--- src/rtl/sample_serializer.sv ---
// sample_serializer: FIFO-buffered parallel-to-serial transmitter.
// Samples are accepted on a valid/ready strobe, buffered in a small FIFO and
// shifted out MSB-first on a three-wire link (sclk, sdata, fs).
//
// Parameters:
//   W        sample width
//   DEPTH    FIFO depth in samples (power of two, >= 2)
//   CLK_DIV  CLK cycles per serial bit (even, >= 2)
// Ports:
//   CLK, rst      clock; synchronous active-high reset
//   sample_in     signed sample, two's complement
//   sample_valid  sample_in is presented this cycle
//   sample_ready  FIFO not full; write happens on valid && ready
//   sclk          serial bit clock; receiver samples sdata on its rising edge
//   sdata         serial data, MSB first
//   fs            frame sync, high during the MSB bit period
//   busy          FSM active or FIFO not empty
//   overflow      sticky; a sample arrived while the FIFO was full
// Build option: define SER_PARITY_EN to append an even-parity bit per frame.
// All serial outputs are registered, so they trail the internal counters by
// one cycle; sdata therefore only moves when sclk is low.

module sample_serializer #(
    parameter int W       = 12,
    parameter int DEPTH   = 4,
    parameter int CLK_DIV = 4
) (
    input  logic                CLK,
    input  logic                rst,
    input  logic signed [W-1:0] sample_in,
    input  logic                sample_valid,
    output logic                sample_ready,
    output logic                sclk,
    output logic                sdata,
    output logic                fs,
    output logic                busy,
    output logic                overflow
);

    localparam int AW = $clog2(DEPTH);
    localparam int CW = AW + 1;
    localparam int DW = $clog2(CLK_DIV);
    localparam int BW = $clog2(W);

`ifdef SER_PARITY_EN
    typedef enum logic [1:0] {IDLE, SHIFT, PARITY} state_t;
`else
    typedef enum logic {IDLE, SHIFT} state_t;
`endif

    logic [W-1:0]  mem [DEPTH];
    logic [AW-1:0] rd_ptr;
    logic [AW-1:0] wr_ptr;
    logic [CW-1:0] count;
    logic [W-1:0]  head;

    state_t        state;
    logic [W-1:0]  sr;
    logic [DW-1:0] div;
    logic [BW-1:0] bit_idx;
`ifdef SER_PARITY_EN
    logic          par;
`endif

    logic push;
    logic pop;
    logic not_empty;
    logic div_last;
    logic bit_last;
    logic frame_end;

    assign sample_ready = (count != CW'(DEPTH));
    assign not_empty    = (count != '0);
    assign push         = sample_valid && sample_ready;
    assign head         = mem[rd_ptr];
    assign div_last     = (div == DW'(CLK_DIV - 1));
    assign bit_last     = (bit_idx == BW'(W - 1));

    // Frame end is the last CLK of the final bit period; a waiting sample
    // is loaded right there so the next MSB follows with no gap.
`ifdef SER_PARITY_EN
    assign frame_end = (state == PARITY) && div_last;
`else
    assign frame_end = (state == SHIFT) && div_last && bit_last;
`endif
    assign pop = not_empty && ((state == IDLE) || frame_end);

    // Storage has no reset; flushing is done through the pointers.
    always_ff @(posedge CLK) begin
        if (push) begin
            mem[wr_ptr] <= sample_in;
        end
    end

    always_ff @(posedge CLK) begin
        if (rst) begin
            rd_ptr   <= '0;
            wr_ptr   <= '0;
            count    <= '0;
            overflow <= 1'b0;
            state    <= IDLE;
            sr       <= '0;
            div      <= '0;
            bit_idx  <= '0;
`ifdef SER_PARITY_EN
            par      <= 1'b0;
`endif
            sclk     <= 1'b0;
            sdata    <= 1'b0;
            fs       <= 1'b0;
            busy     <= 1'b0;
        end else begin
            if (push) begin
                wr_ptr <= wr_ptr + 1'b1;
            end
            if (pop) begin
                rd_ptr <= rd_ptr + 1'b1;
            end
            case ({push, pop})
                2'b10:   count <= count + 1'b1;
                2'b01:   count <= count - 1'b1;
                default: count <= count;
            endcase
            if (sample_valid && !sample_ready) begin
                overflow <= 1'b1;
            end

            // Registered line outputs from the current bit position.
            sclk <= (state != IDLE) && (div >= DW'(CLK_DIV / 2));
            fs   <= (state == SHIFT) && (bit_idx == '0);
            busy <= (state != IDLE) || not_empty;
`ifdef SER_PARITY_EN
            sdata <= (state == SHIFT) ? sr[W-1]
                                      : ((state == PARITY) && par);
`else
            sdata <= (state == SHIFT) && sr[W-1];
`endif

            if (pop) begin
                sr      <= head;
`ifdef SER_PARITY_EN
                par     <= ^head;
`endif
                div     <= '0;
                bit_idx <= '0;
                state   <= SHIFT;
            end else begin
                case (state)
                    IDLE: begin
                        state <= IDLE;
                    end
                    SHIFT: begin
                        div <= div_last ? '0 : div + 1'b1;
                        if (div_last) begin
                            if (bit_last) begin
`ifdef SER_PARITY_EN
                                state <= PARITY;
`else
                                state <= IDLE;
`endif
                            end else begin
                                bit_idx <= bit_idx + 1'b1;
                                sr      <= {sr[W-2:0], 1'b0};
                            end
                        end
                    end
`ifdef SER_PARITY_EN
                    PARITY: begin
                        div <= div_last ? '0 : div + 1'b1;
                        if (div_last) begin
                            state <= IDLE;
                        end
                    end
`endif
                    default: state <= IDLE;
                endcase
            end
        end
    end

endmodule
--- config.mk ---
export PLATFORM = sky130hd
export DESIGN_NAME = sample_serializer
export DESIGN_NICKNAME = d
export VERILOG_FILES = /design/src/rtl/sample_serializer.sv
export SDC_FILE = /design/constraint.sdc
export NUM_CORES = 1
export LEC_CHECK = 0
export CORE_UTILIZATION = 26
export CTS_CLUSTER_SIZE = 28
export DETAILED_ROUTE_END_ITERATION = 6
export PLACE_DENSITY = 0.44
export SKIP_CTS_REPAIR_TIMING = 1
export SLEW_MARGIN = 20
export SYNTH_ARGS = -nofsm -noshare
export SYNTH_HDL_FRONTEND = slang
export SYNTH_SLANG_ARGS = --single-unit
--- constraint.sdc ---
create_clock -name CLK -period 3.2 [get_ports CLK]
set_input_delay 0.64 -clock CLK [delete_from_list [all_inputs] [get_ports CLK]]
set_output_delay 0.64 -clock CLK [all_outputs]
set_load 0.03 [all_outputs]
After elaboration in Yosys (flattened, before gate mapping):

Memories as Yosys holds them, arrays and structs flattened. A register that Yosys moved wholly into a read port is not among the register bits.
Cells that the tools add are included.
Widths: inputs -> output; s select.

* $add $sub $neg: 6
* muxes and demuxes: 14
* bitwise gates (word level): 2
* reductions and logical operators: 19
* equal/unequal tests: 6
* $lt $le $gt $ge: 1

Operators with widths (count)
* $mux 12: 4
* $logic_and 1x1->1: 8
* $add 2x1->2 const B: 3
* $mux 2: 3
* $pmux 3 s2: 1
* $reduce_and 3->1: 2
* $reduce_bool 2->1: 3
* $mux 1: 5
* $add 4x1->4 const B: 1
* $eq 2x2->1 const B: 2
* $eq 4x4->1 const B: 1
* $logic_not 4->1: 1
* $add 3x1->3 const B: 1
* $ne 3x3->1 const B: 1
* $reduce_bool 3->1: 1
* $sub 3x1->3 const B: 1
* $eq 2x1->1 const B: 1
* $ge 2x2->1 const B: 1
* $logic_or 1x1->1: 2
* $ne 2x2->1 const B: 1
* $not 1->1: 2
* $pmux 1 s2: 1
* $reduce_or 2->1: 1
* $logic_not 1->1: 1

* logic and storage cells: 61
* memories kept: 1
* RAM bits: 48
* output and inout port bits: 6
* bits of input ports: 15
* register bits after elaboration: 31

Memory list
* mem: depth 4, bits a word 12, read ports 1, clocked after Yosys merged registers in 1, wr ports 1, line 51 `logic [W-1:0] mem [DEPTH];`

Depth between registers and ports, before layout:

Gate-level depths: netlist (run 1).

* word-level depth: 7
* gate-level depth with buffers: 10
* gate-level depth less buffers: 9

Worst setup path before layout (run 1):

OpenSTA, ideal clock, no wires.

* path kind: register to register
* from: register count[2]
* to: register count[2]
* data arrival time: 2.359 ns
* stages on the path, launching flop included: 10
* setup slack: 0.772 ns
* setup time: 0.070 ns
* period minus slack after synthesis: 2.428 ns
* buffers on the path: 0
* cells stage by stage: dfxtp_1 or3b_1 and2_4 inv_2 ha_1 inv_1 fa_1 xor2_1 or3_1 a21oi_1

* cells in the longest elaborated chain, start to end: 4

Ends and longest elaborated chain
* from (decl): line 54 `logic [CW-1:0] count;`
* from (signal assigned): line 120 `2'b10: count <= count + 1'b1;`
* from (signal assigned): line 121 `2'b01: count <= count - 1'b1;`
* from (signal assigned): line 122 `default: count <= count;`
* $ne 3x3->1 (*): line 72 `assign sample_ready = (count != CW'(DEPTH));`
* via sample_ready: line 32 `output logic sample_ready,`
* $logic_and 1x1->1 (*): line 74 `assign push = sample_valid && sample_ready;`
* $eq 2x1->1 or $eq 2x2->1 (tied branches): line 119 `case ({push, pop})`
* $pmux 3 s2 or $reduce_bool 2->1 (tied branches)

The timed path passes the listed nets; every way through them passes the cells marked *.
A chain may end at the register's enable or synchronous reset.

Worst setup path in the final report (run 1):

* from: register count[2]
* to: output sample_ready

* cells in the longest elaborated chain, start to end: 1

Ends and longest elaborated chain (line)
* $ne 3x3->1: 72
* to (decl): 32

No other way between the ends.

==> qor.csv, run 1 <==
stage,metric,value,unit
floorplanning,start_util,26.67,%
final_layout,nets,281,
timing,whs,0.4530,ns
logic_synthesis,synth_cell_types,41,
final_layout,stdcell_area,4068,µm²
outcome,status,"finished, final reports clean",
floorplanning,io_pins,21,
power_and_ir_drop,vdd_ir_drop_max,0.2432,mV
clock_network,cts_tree,built,
logic_synthesis,synth-seq-area-share,62.45,%
drt,drc,0,
setup_path,cp_cell_sequence,or3b_1 -> clkdlybuf4s50_1,
grt,grt_max_degree,17,
grt,track_usage,9.948,%
flow_run,max-cap-violations,0,
final_layout,area_growth,20.85,%
drt,drt-initial-drc-count,92,
logic_synthesis,synth_top_area_share,42.83,%
timing,setup_viol,0,
setup_path,crit_type,reg2out,
power_and_ir_drop,power.density,857.5,nW/µm²
timing,fmax,397.5,MHz
logic_synthesis,synth.cell_area,3366,µm²
timing,hold_viol,0,
clock_network,cts.reportedPaths.clkPinSlew,0.06,ns
clock_network,cts.path.max_buffers,2,
timing,fin_ws,0.6845,ns
drt,drtPass1Iterations,5,
setup_path,slowest_delay,0.64,ns
timing,fin_setup_tns,0,ns
final_layout,instances_no_fill,433,
logic_synthesis,synth_area_leader_cell,edfxtp_1,
drt,ant_nets,0,
clock_network,cts_root_buffer,clkbuf_16,
setup_path,crit_family,buffers and inverters,
drt,viasPerCell,4.173,
floorplanning,rows,41,
drt,num_vias,1807,
setup_path,crit_required,2.56,ns
timing,rsz0062_at_grt,false,
logic_synthesis,synth_nets,253,
placed_design,dpl.hpwl,3704,µm
drt,wl_per_cell,13.42,µm
setup_path,crit_path_top_delay_cell,clkdlybuf4s50_1,
placed_design,dpl_worst_slack,0.5490,ns
logic_synthesis,syn_avg_cell_area,14.76,µm²
timing,worst_pin_slew,0.7282,ns
power_and_ir_drop,power,3.488,mW
placed_design,place_congestion,0.6568,
timing,max-slew-margin-rel,51.45,%
placed_design,post_dp_cell_area,3757,µm²
timing,slew_viol_final,0,
power_and_ir_drop,leakagePower,1.360,nW
logic_synthesis,synth_seq_cells,81,
floorplanning,die-height,115.8,µm
drt,wl,5811,µm
clock_network,clk-insertion-delay-late,0.33,ns
placed_design,port_buffers,20,
logic_synthesis,syn_inst,228,
floorplanning,core_region_area,12620,µm²
placed_design,dp.cells,417,
timing,fin_skew,0.007100,ns
final_layout,drive_above_1_share,21.46,%
clock_network,cts_num_sinks,81,
timing,min_period,2.515,ns
final_layout,n_antenna_cell,0,
timing,period_share,78.61,%
grt,antenna_found_initial,0,
setup_path,path_max_fanout,6,
setup_path,critPathBufInv,1,
setup_path,worstPathArrival,1.88,ns
setup_path,endpoint_kind,output port,
clock_network,numCtsBuffers,9,
logic_synthesis,yosys_warnings,0,
grt,overflow,0,
grt,grt_pass1_wl,9701,µm
floorplanning,die_area,13400,µm²
clock_network,h-tree-depth,3,
setup_path,cp-start-kind,flip-flop,
floorplanning,die_width,115.8,µm
final_layout,fin_util,32.23,%
worst_hold_path,hold_class,reg2reg,
grt,grt_pass1_vias,1903,
logic_synthesis,synth_area_leaders,"edfxtp_1, dfxtp_1, mux4_2",
==> worst reg2reg max path, stage by stage, from the launching register on <==
cell     delay, ns
dfxtp_1       0.43
or3b_1        0.47
and2_4        0.21
inv_2         0.05
ha_1          0.17
inv_1         0.06
fa_1          0.37
xor2_1        0.16
or3_1         0.31
a21oi_1       0.14
==> layout make-up <==
type                    instances  area (µm²)
clock buffers                   9       225.2
clock inverters                 7       85.08
fillers                      1301        8552
inverters                      22       82.58
multi-input cells             118        1127
flip-flops and latches         81        2102
well taps                     172       215.2
repair buffers                 24       230.2
==> kinds of logic after synthesis <==
kind of cell | Yosys count | synth area share [%]
simple gates | 62 | 11.23
buf+inv | 29 | 4.052
compound gates | 27 | 8.141
fa+ha+maj | 10 | 3.941
mux | 12 | 8.364
xor+xnor | 7 | 1.822
flops | 81 | 62.45
==> cells in the mapped netlist <==
master / n
edfxtp_1: 48
dfxtp_1: 33
nor2_1: 27
inv_1: 21
a2111oi_2: 10
a21oi_1: 9
ha_1: 9
mux4_2: 9
nor2b_2: 6
and3_1: 4
xor2_1: 4
and2_4: 3
buf_4: 3
mux4_1: 3
nand2_1: 3
nor2b_1: 3
nor2b_4: 3
xnor2_1: 3
buf_6: 2
nand3_1: 2
nand3b_1: 2
or3_1: 2
a2111oi_1: 1
a211oi_2: 1
a21bo_2: 1
a21oi_2: 1
a2bb2oi_1: 1
a41oi_1: 1
buf_2: 1
clkbuf_1: 1
fa_1: 1
inv_2: 1
nand2b_1: 1
nand4_1: 1
nand4b_1: 1
nor3_4: 1
nor4b_1: 1
o21ai_0: 1
o2bb2ai_2: 1
or2_4: 1
or3b_1: 1
==> cell usage in the layout (no fill, tap or decap), types with 9 or more instances in the layout <==
master           count
clkdlybuf4s50_1     20
edfxtp_1            48
a2111oi_2           10
inv_1               21
ha_1                 9
mux4_2               9
nor2_1              27
a21oi_1              9
dfxtp_1             33
clkbuf_16            9
==> sequential cells by signal (all words and copies together), names as in the netlist, 2 cells and up, named ones only <==
name and flops:
mem 48, rd_ptr 2, count 3, div 2, wr_ptr 2, sr 12
bit_idx 4
==> worst paths after layout <==
kind	to	cells after the start	slack (ns)	start
hold / removal	sdata	2	0.45	sr[11]
setup / recovery	sample_ready	2	0.68	count[2]
hold reg to reg	sdata	2	0.45	sr[11]
setup reg to reg	count[2]	9	0.74	count[2]
==> layer usage <==
metal	vias up	global-route usage, %	wire length [µm]
li1	884	-	-
met1	890	12.19	2786
met2	22	15.87	2709
met3	11	2.040	140
met4	0	6.667	175
met5	-	0	0
==> power breakdown <==
part           internal [mW]  switching [mW]  total, mW  leakage [nW]
Sequential              1.30           0.110       1.41         0.711
Clock                  0.674           0.395       1.07         0.150
Combinational          0.478           0.535       1.01         0.499
Total                   2.45            1.04       3.49          1.36
No activity file was read; power rests on OpenSTA's default activity.
==> inputs of run 2 (changes only) <==
clock period = 2.4 ns   (was 3.2 ns; I/O delays follow)
==> run 2 against run 1 <==
Net effect:
- clock power increased by 29%
- cell area up 1.8%
- hold slack got worse by 0.020 ns
- critical path depth rose by 7
- die area unchanged
- clock-buffer cell count is the same
- global-route usage about the same
- utilization rose by 0.57 points
- register-to-register slack got worse by 0.59 ns
- critical path type is now reg2reg
- largest power group unchanged
==> qor.csv, run 2 (same netlist as run 1, synthesis figures left out) <==
stage,metric,value,unit,change
outcome,status,"finished, final reports clean",,
setup_path,endpoint_kind,flip-flop,,
placed_design,port_buffers,20,,unchanged
placed_design,dpl.hpwl,3655,µm,-1.3%
setup_path,crit_type,reg2reg,,
setup_path,cp-start-kind,flip-flop,,
setup_path,slowest_delay,0.41,ns,-0.23 ns
final_layout,drive_above_1_share,25.83,%,+4.4 points
drt,num_vias,1818,,+0.61%
floorplanning,die_width,115.8,µm,unchanged
power_and_ir_drop,power.internal,3.223,mW,+32%
setup_path,critPathBufInv,2,,+1
flow_run,max-cap-violations,0,,unchanged
timing,slew_viol_final,0,,unchanged
setup_path,crit_required,2.67,ns,+0.11 ns
setup_path,path_max_fanout,5,,-1
final_layout,final_common_cell,edfxtp_1,,
power_and_ir_drop,power,4.653,mW,+33%
setup_path,crit_path_top_delay_cell,or3b_4,,
floorplanning,die-height,115.8,µm,unchanged
power_and_ir_drop,power_frac_comb,30.8,%,+1.7 points
power_and_ir_drop,seqPwrFrac,39.6,%,-0.7 points
grt,grt_pass1_vias,1918,,+0.79%
clock_network,cts_num_sinks,81,,unchanged
drt,wl_per_cell,13.01,µm,-3.0%
clock_network,clk-insertion-delay-late,0.34,ns,about the same
power_and_ir_drop,power.density,1124,nW/µm²,+31%
grt,grt_pass1_wl,9577,µm,-1.3%
clock_network,numCtsBuffers,9,,unchanged
timing,fmax,443.5,MHz,
final_layout,instances_no_fill,443,,+2.3%
placed_design,dpl_worst_slack,0.02875,ns,-0.5202 ns
power_and_ir_drop,clkPwrFrac,29.7,%,-1.0 points
setup_path,cp_cell_sequence,or3b_4 -> and2_4 -> inv_2 -> ha_1 -> inv_1 -> fa_1 -> xor2_1 -> or3_1 -> a21oi_1,,
drt,wl,5765,µm,-0.79%
final_layout,area_growth,22.97,%,
power_and_ir_drop,leakagePower,1.402,nW,+3.1%
timing,min_period,2.255,ns,
clock_network,cts_root_buffer,clkbuf_16,,
power_and_ir_drop,power_switching,1.430,mW,+38%
floorplanning,core_region_area,12620,µm²,unchanged
power_and_ir_drop,p_sw_share,30.74,%,+0.92 points
clock_network,cts.path.max_buffers,2,,unchanged
timing,hold_viol,0,,unchanged
timing,worst_pin_slew,0.5611,ns,-0.1671 ns
clock_network,cts.reportedPaths.clkPinSlew,0.06,ns,about the same
power_and_ir_drop,vdd_ir_drop_max,0.3233,mV,+33%
floorplanning,start_util,26.67,%,unchanged
grt,grt_max_degree,17,,unchanged
timing,fin_skew,0.006148,ns,-0.0009512 ns
clock_network,h-tree-depth,3,,unchanged
timing,period_share,93.96,%,
placed_design,dp.cells,426,,+2.2%
timing,setup_viol,0,,unchanged
setup_path,crit_family,simple AND/OR/NAND/NOR gates,,
final_layout,reg_top3,"mem: 48 flops, sr: 12 flops, bit_idx: 4 flops",,
setup_path,worstPathArrival,2.53,ns,+0.65 ns
final_layout,final_cell_mix,"edfxtp_1, dfxtp_1, nor2_1, inv_1, clkdlybuf4s50_1",,
floorplanning,rows,41,,unchanged
grt,track_usage,9.974,%,+0.026 points
timing,rsz0062_at_grt,false,,
floorplanning,die_area,13400,µm²,unchanged
timing,fin_ws,0.1450,ns,-0.5395 ns
drt,drc,0,,unchanged
drt,drt-initial-drc-count,59,,-36%
timing,fin_setup_tns,0,ns,unchanged
drt,ant_nets,0,,unchanged
final_layout,largest_register_ffs,48,,unchanged
final_layout,n_antenna_cell,0,,unchanged
floorplanning,io_pins,21,,unchanged
drt,drtPass1Iterations,4,,-1
placed_design,place_congestion,0.6909,,+5.2%
final_layout,regMostFlops,mem,,
timing,max-slew-margin-rel,62.37,%,+11 points
grt,overflow,0,,unchanged
grt,antenna_found_initial,0,,unchanged
clock_network,cts_tree,built,,
drt,viasPerCell,4.104,,-1.7%
final_layout,nets,291,,+3.6%
worst_hold_path,hold_class,reg2reg,,
[run 2: area by class of cell]
cell class | count | area (µm²)
Clock buffer | 9 | 225.2
Clock inverter | 7 | 75.07
Fill cell | 1280 | 8481
Inverter | 22 | 82.58
Multi-Input combinational cell | 118 | 1132
Sequential cell | 81 | 2103
Tap cell | 172 | 215.2
Timing Repair Buffer | 34 | 305.3
[run 2: tightest hold or removal path, cell delays in order, from the launching register on]
cell	delay, ns
dfxtp_1	0.31
inv_1	0.05
nor2_1	0.03
[run 2: metrics by stage]
| stage | area (µm²) | utilization [%] | hold slack [ns] |
|---|---|---|---|
| after floorplan | 3368 | - | 0.4087 |
| after global placement | 3827 | 30.33 | 0.4394 |
| after detailed placement | 3827 | 30.33 | 0.4305 |
| after CTS | 4128 | 32.71 | 0.4399 |
| after global routing | 4139 | 32.80 | 0.4548 |
| final | 4139 | 32.80 | 0.4331 |
[run 2: power by group through the flow]
stage | logic, mW | clock network (mW) | registers [mW]
after floorplan | 1.08 | 0 | 1.90
after global placement | 1.46 | 0 | 1.87
after detailed placement | 1.45 | 0 | 1.87
after CTS | 1.46 | 1.43 | 1.84
after global routing | 1.61 | 1.48 | 1.87
final | 1.43 | 1.38 | 1.84
[run 2: routing by layer]
| metal | vias to the layer above | GRT usage (%) | routed length [µm] |
|---|---|---|---|
| li1 | 909 | - | - |
| met5 | - | 0 | 0 |
| met1 | 867 | 12.37 | 2685 |
| met4 | 0 | 6.667 | 173 |
| met2 | 29 | 15.16 | 2671 |
| met3 | 13 | 2.824 | 235 |
[run 2: final timing paths]
path,start,endpoint,slack [ns],cells past startpoint
min reg2reg,sr[11],sdata,0.43,2
max reg2reg,count[1],count[2],0.15,9
min,sr[11],sdata,0.43,2
max,count[1],count[2],0.15,9
==> inputs of run 3 (changes only) <==
ABC_CLOCK_PERIOD_IN_PS = 2800   (was not set)
SKIP_CTS_REPAIR_TIMING = not set   (was 1)
clock period = 2.8 ns   (was 2.4 ns; I/O delays follow)
==> run 3 against run 2 <==
Net effect:
- clock skew decreased by 0.0021 ns
- clock-buffer cell count increased by 1
- largest cell class unchanged
- sequential cell count unchanged
- via count decreased by 0.44%
- utilization decreased by 0.57 points
- critical path depth decreased by 7
- critical path type is now reg2out
- combinational power decreased by 19%
==> qor.csv, run 3 (same netlist as run 1, synthesis figures left out) <==
stage,metric,value,unit,change
setup_path,cp_cell_sequence,or3b_1 -> clkdlybuf4s50_1,,
final_layout,final_common_cell,edfxtp_1,,
power_and_ir_drop,p_sw_share,30.48,%,-0.26 points
setup_path,crit_type,reg2out,,
timing,setup_viol,0,,unchanged
timing,slew_viol_final,0,,unchanged
final_layout,fin_util,32.23,%,-0.57 points
grt,grt_pass1_wl,9549,µm,-0.29%
flow_run,max-cap-violations,0,,unchanged
power_and_ir_drop,vdd_ir_drop_max,0.3866,mV,+20%
clock_network,cts.reportedPaths.clkPinSlew,0.06,ns,about the same
setup_path,crit_path_top_delay_cell,clkdlybuf4s50_1,,
drt,num_vias,1810,,-0.44%
clock_network,cts_tree,built,,
power_and_ir_drop,leakagePower,1.358,nW,-3.1%
final_layout,regMostFlops,mem,,
timing,hold_viol,0,,unchanged
floorplanning,die_area,13400,µm²,unchanged
worst_hold_path,min_to,sdata,,
clock_network,post_cts_resize_count,0,,
drt,wl_per_cell,13.23,µm,+1.6%
final_layout,reg_top3,"mem: 48 flops, sr: 12 flops, bit_idx: 4 flops",,
final_layout,final_cell_mix,"edfxtp_1, dfxtp_1, nor2_1, inv_1, clkdlybuf4s50_1",,
final_layout,fillers,1283,,+0.23%
setup_path,cp-start-kind,flip-flop,,
drt,drt-initial-drc-count,99,,+68%
power_and_ir_drop,seqPwrFrac,41.1,%,+1.5 points
setup_path,path_max_fanout,6,,+1
drt,drtPass1Iterations,4,,unchanged
clock_network,cts_num_sinks,81,,unchanged
floorplanning,io_pins,21,,unchanged
worst_hold_path,hold_class,reg2reg,,
setup_path,rr_worst_depth,9,,unchanged
power_and_ir_drop,power_switching,1.190,mW,-17%
setup_path,r2r-start,count[2],,
outcome,status,"finished, final reports clean",,
timing,period_share,86.50,%,
floorplanning,core_region_area,12620,µm²,unchanged
timing,max-slew-margin-rel,59.55,%,-2.8 points
grt,antenna_found_initial,0,,unchanged
floorplanning,rows,41,,unchanged
drt,viasPerCell,4.151,,+1.2%
grt,overflow,0,,unchanged
setup_path,timing.rr.end,count[2],,
grt,track_usage,9.918,%,-0.056 points
setup_path,endpoint_kind,output port,,
final_layout,n_antenna_cell,0,,unchanged
final_layout,area_growth,20.85,%,
power_and_ir_drop,power_frac_comb,29.7,%,-1.1 points
setup_path,worstPathArrival,1.86,ns,-0.67 ns
power_and_ir_drop,power.density,960.1,nW/µm²,-15%
final_layout,largest_register_ffs,48,,unchanged
floorplanning,die-height,115.8,µm,unchanged
setup_path,crit_required,2.24,ns,-0.43 ns
final_layout,drive_above_1_share,22.35,%,-3.5 points
drt,ant_nets,0,,unchanged
clock_network,cts.path.max_buffers,2,,unchanged
final_layout,seqCellArea,2102,µm²,about the same
grt,grt-busiest-layer,met2,,
final_layout,nets,284,,-2.4%
timing,min_period,2.422,ns,
grt,grt_pass1_vias,1763,,-8.1%
clock_network,numCtsBuffers,9,,unchanged
setup_path,slowest_delay,0.64,ns,+0.23 ns
power_and_ir_drop,clkPwrFrac,29.2,%,-0.5 points
worst_hold_path,min_from,sr[11],,
timing,fmax,412.9,MHz,
clock_network,h-tree-depth,3,,unchanged
setup_path,rrSetupSlack,0.38,ns,+0.23 ns
setup_path,critPathBufInv,1,,-1
clock_network,post_cts_buffers,0,,
grt,grtUsageMet1,12.53,%,+0.16 points
grt,grt_max_degree,25,,+8
placed_design,place_congestion,0.6595,,-4.5%
placed_design,port_buffers,20,,unchanged
timing,worst_pin_slew,0.6060,ns,+0.04486 ns
timing,fin_setup_tns,0,ns,unchanged
timing,rsz0062_at_grt,false,,
placed_design,dpl.hpwl,3697,µm,+1.2%
timing,whs,0.4586,ns,+0.02554 ns
grt,grt_use_met2,14.84,%,-0.32 points
floorplanning,die_width,115.8,µm,unchanged
power_and_ir_drop,power.internal,2.715,mW,-16%
worst_hold_path,holdPathStages,2,,unchanged
timing,fin_skew,0.004009,ns,-0.002139 ns
clock_network,cts_hold_buf,0,,
drt,drc,0,,unchanged
clock_network,cts_root_buffer,clkbuf_16,,
clock_network,clk-insertion-delay-late,0.34,ns,about the same
grt,use_met3,2.877,%,+0.052 points
setup_path,crit_family,buffers and inverters,,
final_layout,multi_input_area,1127,µm²,-0.44%
floorplanning,start_util,26.67,%,unchanged
drt,wl,5767,µm,about the same
## run 3: power by group through the flow
stage	Clock (mW)	Combinational [mW]	Sequential, mW
finish	1.14	1.16	1.60
global route	1.22	1.30	1.64
CTS	1.17	1.19	1.61
detailed placement	0	1.19	1.63
global placement	0	1.19	1.63
floorplan	0	0.919	1.63
## run 3: how the worst max path moves through the flow
stage | from | endpoint | cells past startpoint
5_1_grt | count[2] | count[2] | 9
6_report | count[2] | sample_ready | 2
3_5_place_dp | sample_valid | count[2] | 9
2_1_floorplan | count[2] | count[2] | 9
4_1_cts | count[2] | sample_ready | 2
3_3_place_gp | sample_valid | count[2] | 9
## run 3: per-layer routing
metal	vias up	part of all wire, %
met5	-	0
met4	0	2.9
met3	11	3.1
met2	24	45
met1	881	49
li1	894	-
## run 3: cell type report
class                   instances  share of cell area [%]
flip-flops and latches         81                   51.68
multi-input cells             118                   27.71
repair buffers                 27                   6.213
clock buffers                  10                   5.629
well taps                     172                   5.291
inverters                      22                   2.030
clock inverters                 6                   1.446
## run 3: through the flow
stage	worst slack, ns	instance area (µm²)	cells	power, mW
global route	0.2575	4068	436	4.164
floorplan	0.3716	3366	228	2.545
global placement	0.3067	3780	420	2.814
finish	0.3781	4068	436	3.905
detailed placement	0.2305	3780	420	2.819
CTS	0.3711	4068	436	3.976
## run 3: worst min-delay path, cell delays in order, from the launching register on
cell and delay (ns):
dfxtp_1 0.32, inv_1 0.06, nor2_1 0.04
